===== src/rtl/fetch_sequencer.sv =====
// Fetch-control FSM driving the PC datapath (Start/Halt/Branch/Offset) and reporting run status.
// Optional RUN-cycle counter output Cycle_Count is enabled by defining FETCH_SEQ_CYCLE_CNT_EN.
module fetch_sequencer #(
  parameter int PC_W      = 16,
  parameter int OFF_W     = 8,
  parameter int CNT_W     = 16,
  parameter int MAX_STALL = 255
) (
  input  logic             CLK,
  input  logic             RST_n,
  input  logic             Go,
  input  logic [PC_W-1:0]  Go_Address,
  input  logic             Mem_Ready,
  input  logic             Halt_Req,
  input  logic             Branch_Taken,
  input  logic [OFF_W-1:0] Branch_Offset,
  output logic             Start,
  output logic [PC_W-1:0]  Start_Address,
  output logic             Halt,
  output logic             Branch,
  output logic [OFF_W-1:0] Offset,
  output logic             Flush,
  output logic             Busy,
  output logic             Done,
  output logic             Fault,
`ifdef FETCH_SEQ_CYCLE_CNT_EN
  output logic [31:0]      Cycle_Count,
`endif
  output logic [CNT_W-1:0] Instr_Count
);

  typedef enum logic [1:0] {
    ST_IDLE   = 2'd0,
    ST_LOAD   = 2'd1,
    ST_RUN    = 2'd2,
    ST_HALTED = 2'd3
  } state_t;

  localparam int STALL_W = $clog2(MAX_STALL + 1);
  localparam logic [STALL_W-1:0] STALL_LAST = STALL_W'(MAX_STALL - 1);

  state_t             state_r;
  state_t             state_nxt_s;
  logic [PC_W-1:0]    start_addr_r;
  logic [CNT_W-1:0]   instr_cnt_r;
  logic [STALL_W-1:0] stall_cnt_r;
  logic               flush_r;
  logic               done_r;
  logic               fault_r;
  logic               start_s;
  logic               halt_s;
  logic               branch_s;
  logic [OFF_W-1:0]   offset_s;
  logic               advance_s;
  logic               stall_hit_s;
  logic               launch_s;
`ifdef FETCH_SEQ_CYCLE_CNT_EN
  logic [31:0]        cycle_cnt_r;
`endif

  // Next-state and combinational datapath controls
  always_comb begin
    state_nxt_s = state_r;
    start_s     = 1'b0;
    halt_s      = 1'b1;
    branch_s    = 1'b0;
    offset_s    = '0;
    advance_s   = 1'b0;
    stall_hit_s = 1'b0;
    launch_s    = 1'b0;
    case (state_r)
      ST_IDLE, ST_HALTED: begin
        if (Go) begin
          launch_s    = 1'b1;
          state_nxt_s = ST_LOAD;
        end else begin
          state_nxt_s = state_r;
        end
      end
      ST_LOAD: begin
        start_s     = 1'b1;
        halt_s      = 1'b0;
        state_nxt_s = ST_RUN;
      end
      ST_RUN: begin
        // Halt_Req outranks Branch_Taken because advance already excludes it
        advance_s   = Mem_Ready && !Halt_Req;
        halt_s      = !advance_s;
        branch_s    = advance_s && Branch_Taken;
        stall_hit_s = !Mem_Ready && (stall_cnt_r == STALL_LAST);
        if (branch_s) begin
          offset_s = Branch_Offset;
        end else begin
          offset_s = '0;
        end
        if (Mem_Ready && Halt_Req) begin
          state_nxt_s = ST_HALTED;
        end else if (stall_hit_s) begin
          state_nxt_s = ST_HALTED;
        end else begin
          state_nxt_s = ST_RUN;
        end
      end
      default: begin
        state_nxt_s = ST_IDLE;
      end
    endcase
  end

  // State register
  always_ff @(posedge CLK or negedge RST_n) begin
    if (!RST_n) begin
      state_r <= ST_IDLE;
    end else begin
      state_r <= state_nxt_s;
    end
  end

  // Run bookkeeping; per-run state is cleared on the launch edge so LOAD already shows it clean
  always_ff @(posedge CLK or negedge RST_n) begin
    if (!RST_n) begin
      start_addr_r <= '0;
      instr_cnt_r  <= '0;
      stall_cnt_r  <= '0;
      flush_r      <= 1'b0;
      done_r       <= 1'b0;
      fault_r      <= 1'b0;
    end else begin
      flush_r <= branch_s;
      if (launch_s) begin
        start_addr_r <= Go_Address;
        instr_cnt_r  <= '0;
        stall_cnt_r  <= '0;
        done_r       <= 1'b0;
        fault_r      <= 1'b0;
      end
      if (state_r == ST_RUN) begin
        if (advance_s && (instr_cnt_r != {CNT_W{1'b1}})) begin
          instr_cnt_r <= instr_cnt_r + CNT_W'(1);
        end
        if (Mem_Ready) begin
          stall_cnt_r <= '0;
        end else if (!stall_hit_s) begin
          stall_cnt_r <= stall_cnt_r + STALL_W'(1);
        end
        if (Mem_Ready && Halt_Req) begin
          done_r <= 1'b1;
        end
        if (stall_hit_s) begin
          fault_r <= 1'b1;
        end
      end
    end
  end

`ifdef FETCH_SEQ_CYCLE_CNT_EN
  // Saturating count of RUN cycles, stalls included
  always_ff @(posedge CLK or negedge RST_n) begin
    if (!RST_n) begin
      cycle_cnt_r <= 32'd0;
    end else if (launch_s) begin
      cycle_cnt_r <= 32'd0;
    end else if ((state_r == ST_RUN) && (cycle_cnt_r != 32'hFFFF_FFFF)) begin
      cycle_cnt_r <= cycle_cnt_r + 32'd1;
    end
  end

  assign Cycle_Count = cycle_cnt_r;
`endif

  assign Start         = start_s;
  assign Start_Address = start_addr_r;
  assign Halt          = halt_s;
  assign Branch        = branch_s;
  assign Offset        = offset_s;
  assign Flush         = flush_r;
  assign Busy          = (state_r == ST_LOAD) || (state_r == ST_RUN);
  assign Done          = done_r;
  assign Fault         = fault_r;
  assign Instr_Count   = instr_cnt_r;

endmodule


===== config.mk =====
export PLATFORM = sky130hd
export DESIGN_NAME = fetch_sequencer
export DESIGN_NICKNAME = d
export VERILOG_FILES = /design/src/rtl/fetch_sequencer.sv
export SDC_FILE = /design/constraint.sdc
export NUM_CORES = 1
export LEC_CHECK = 0
export ABC_AREA = 1
export ABC_CLOCK_PERIOD_IN_PS = 4600
export CAP_MARGIN = 20
export CORE_UTILIZATION = 40
export CTS_CLUSTER_DIAMETER = 30
export CTS_CLUSTER_SIZE = 30
export DETAILED_ROUTE_END_ITERATION = 6
export PLACE_DENSITY = 0.73
export SLEW_MARGIN = 5
export SYNTH_ARGS = -nofsm -noshare
export SYNTH_HDL_FRONTEND = slang
export SYNTH_SLANG_ARGS = --single-unit
export TNS_END_PERCENT = 10

===== constraint.sdc =====
create_clock -name CLK -period 4.6 [get_ports CLK]
set_input_delay 1.38 -clock CLK [delete_from_list [all_inputs] [get_ports CLK]]
set_output_delay 1.38 -clock CLK [all_outputs]
set_load 0.01 [all_outputs]

==> results.json <==
{
  "status": "finished with violations",
  "violations": "design-rule violations",
  "dp_cells": 489,
  "use_met3": 0.0467,
  "wl_per_cell_um": 12.3,
  "initial_core_util": 0.413,
  "overflow": 0,
  "place_area_sq_mm": 0.00343,
  "fin_crit_sh": 0.959,
  "worstSetupEndpointType": "output pin",
  "grt_pass1_vias": 2322,
  "fin_ws_ns": 0.187,
  "worst_pin_slew_ns": 0.559,
  "grt_pass1_wl_mm": 10.6,
  "core_area_sq_mm": 0.00635,
  "synth_cell_types": 30,
  "ys_seq_area_frac": 0.430,
  "layout_commonest_cell": "nand2_1",
  "n_antenna_cell": 0,
  "htree_levels": 2,
  "utilization": 0.554,
  "dieArea_sq_mm": 0.00688,
  "cts_buffers": 5,
  "synth_flop_cell": "dfrtp_1",
  "grt_setup_unrepaired": "false",
  "powerDensity_mw_per_mm2": 415,
  "cts_buffer_depth": 2,
  "crit_type": "in2out",
  "drtIter0Drc": 129,
  "grtUsageTotal": 0.189,
  "crit_path_start_kind": "primary input",
  "grtUsageMet2": 0.332,
  "synth-edff-count": 0,
  "max_freq_ghz": 0.227,
  "antenna_found_initial": 0,
  "p_total_mw": 1.46,
  "syn_avg_cell_area_sq_um": 7.66,
  "critPathMaxFanout": 9,
  "nets": 454,
  "hold_class": "reg2reg",
  "whs_ns": 0.480,
  "async_flop_share": 1.00,
  "boundaryPins": 77,
  "path_clk_slew_ns": 0.09,
  "clk_latency_ns": 0.30,
  "cts_tree": "built",
  "syn-cell-area_sq_mm": 0.00262,
  "top_usage_layer": "met2",
  "die_h_um": 83.0,
  "rows": 29,
  "grt_max_degree": 46,
  "die_w_um": 83.0,
  "via_per_inst": 4.90,
  "yosys_warnings": 0,
  "multiInputGateArea_sq_mm": 0.00129,
  "drive_above_1_share": 0.110,
  "slew_headroom": 0.625,
  "grtUsageMet1": 0.229,
  "post-place-ws_ns": 0.0911,
  "p_leak_nw": 1.75,
  "num-fill-cells": 586,
  "finalSetupTns_ns": 0,
  "regArea_sq_mm": 0.00113,
  "ant_nets": 0,
  "most-common-layout-cells": "nand2_1 (126), clkdlybuf4s50_1 (75), dfrtp_1 (45)",
  "cp.arrival_ns": 3.03,
  "portBuffers": 76,
  "hpwl_mm": 4.47,
  "synthToLayoutAreaGrowth_pct": 34.2,
  "finalSetupViolations": 0,
  "clock_sinks": 45,
  "final_max_slew_viol_count": 0,
  "cts_root_buf": "clkbuf_8",
  "syn_nets": 377,
  "fin_cells": 497,
  "hold_viol_final": 0,
  "ys_seq_elements": 45,
  "worstPathRequired_ns": 3.22,
  "maxCapViolCount": 0,
  "vdd_ir_drop_max_uv": 339,
  "globalplace.congestion": 0.830,
  "cts_hold_buf": 0,
  "drc": 2,
  "netlist_instances": 342,
  "period_minus_slack_ns": 4.41,
  "first_pass_iters": 6,
  "wl_mm": 6.13,
  "fin_skew_ns": 0.00369,
  "vias": 2433,
  "final_area_sq_mm": 0.00352
}
## worst paths after layout
check / start / end / slack (ns) / cells after the start
max in group asynchronous: RST_n / Instr_Count[14] / 3.07 / 2
worst min register to register: Start_Address[4] / Start_Address[4] / 0.48 / 2
worst max register to register: state_r[0] / stall_cnt_r[3] / 2.68 / 7
worst min-delay path: Start_Address[4] / Start_Address[4] / 0.48 / 2
worst max-delay path: Mem_Ready / Offset[6] / 0.19 / 6
min in group asynchronous: RST_n / stall_cnt_r[0] / 1.16 / 2
## where the power goes
| group | switching (mW) | internal [mW] | total, mW | leakage [nW] |
|---|---|---|---|---|
| clock | 0.142 | 0.107 | 0.249 | 0.0374 |
| sequential | 0.0670 | 0.496 | 0.563 | 0.592 |
| combinational | 0.354 | 0.293 | 0.648 | 1.12 |
| total | 0.563 | 0.896 | 1.46 | 1.75 |
## critical path, stage by stage
cell,delay (ns)
clkdlybuf4s50_1,0.58
nand2_8,0.09
nor2_8,0.16
nand2_2,0.13
nor2_1,0.13
clkdlybuf4s50_1,0.55
## what timing repair did
action                     CTS  global route
setup endpoints to repair    0             2
buffers inserted             0             0
gates resized for setup      0             1
## flip-flops by register name, indices dropped and copies added (netlist names)
name and flops:
state_r 2, Start_Address 16, Flush 1, Fault 1
Instr_Count 16, stall_cnt_r 8, Done 1
## layout make-up
type / count / area share
clock inverter: 2 / 0.00427
clock buffer: 6 / 0.0206
multi-input combinational: 252 / 0.368
tap: 77 / 0.0274
sequential: 45 / 0.320
inverter: 36 / 0.0384
timing repair buffer: 79 / 0.221
## cells in the mapped netlist, drive strengths merged (3+ instances only)
master    n  area share
ha        5       0.024
xor2      3       0.010
buf       7       0.023
nor2     37       0.075
nand3    35       0.077
dfrtp    45        0.43
inv      35       0.050
o21ai    14       0.037
nand4     5       0.012
a21oi     4      0.0076
xnor2     3       0.010
nand2   139        0.22
## metal layers
metal	vias up	wire length [um]	share of wire
met3	14	467	0.076
met4	0	98	0.016
met5	-	0	0
met1	1099	2590	0.42
li1	1216	-	-
met2	104	2970	0.48
## cells by family after synthesis
group	after synthesis	share of synthesized area
simple gates	219	0.394
buf+inv	45	0.0773
flops	45	0.430
compound gates	22	0.0554
xor+xnor	6	0.0201
fa+ha+maj	5	0.0239
Note: power is estimated with default switching activity, not from simulation.
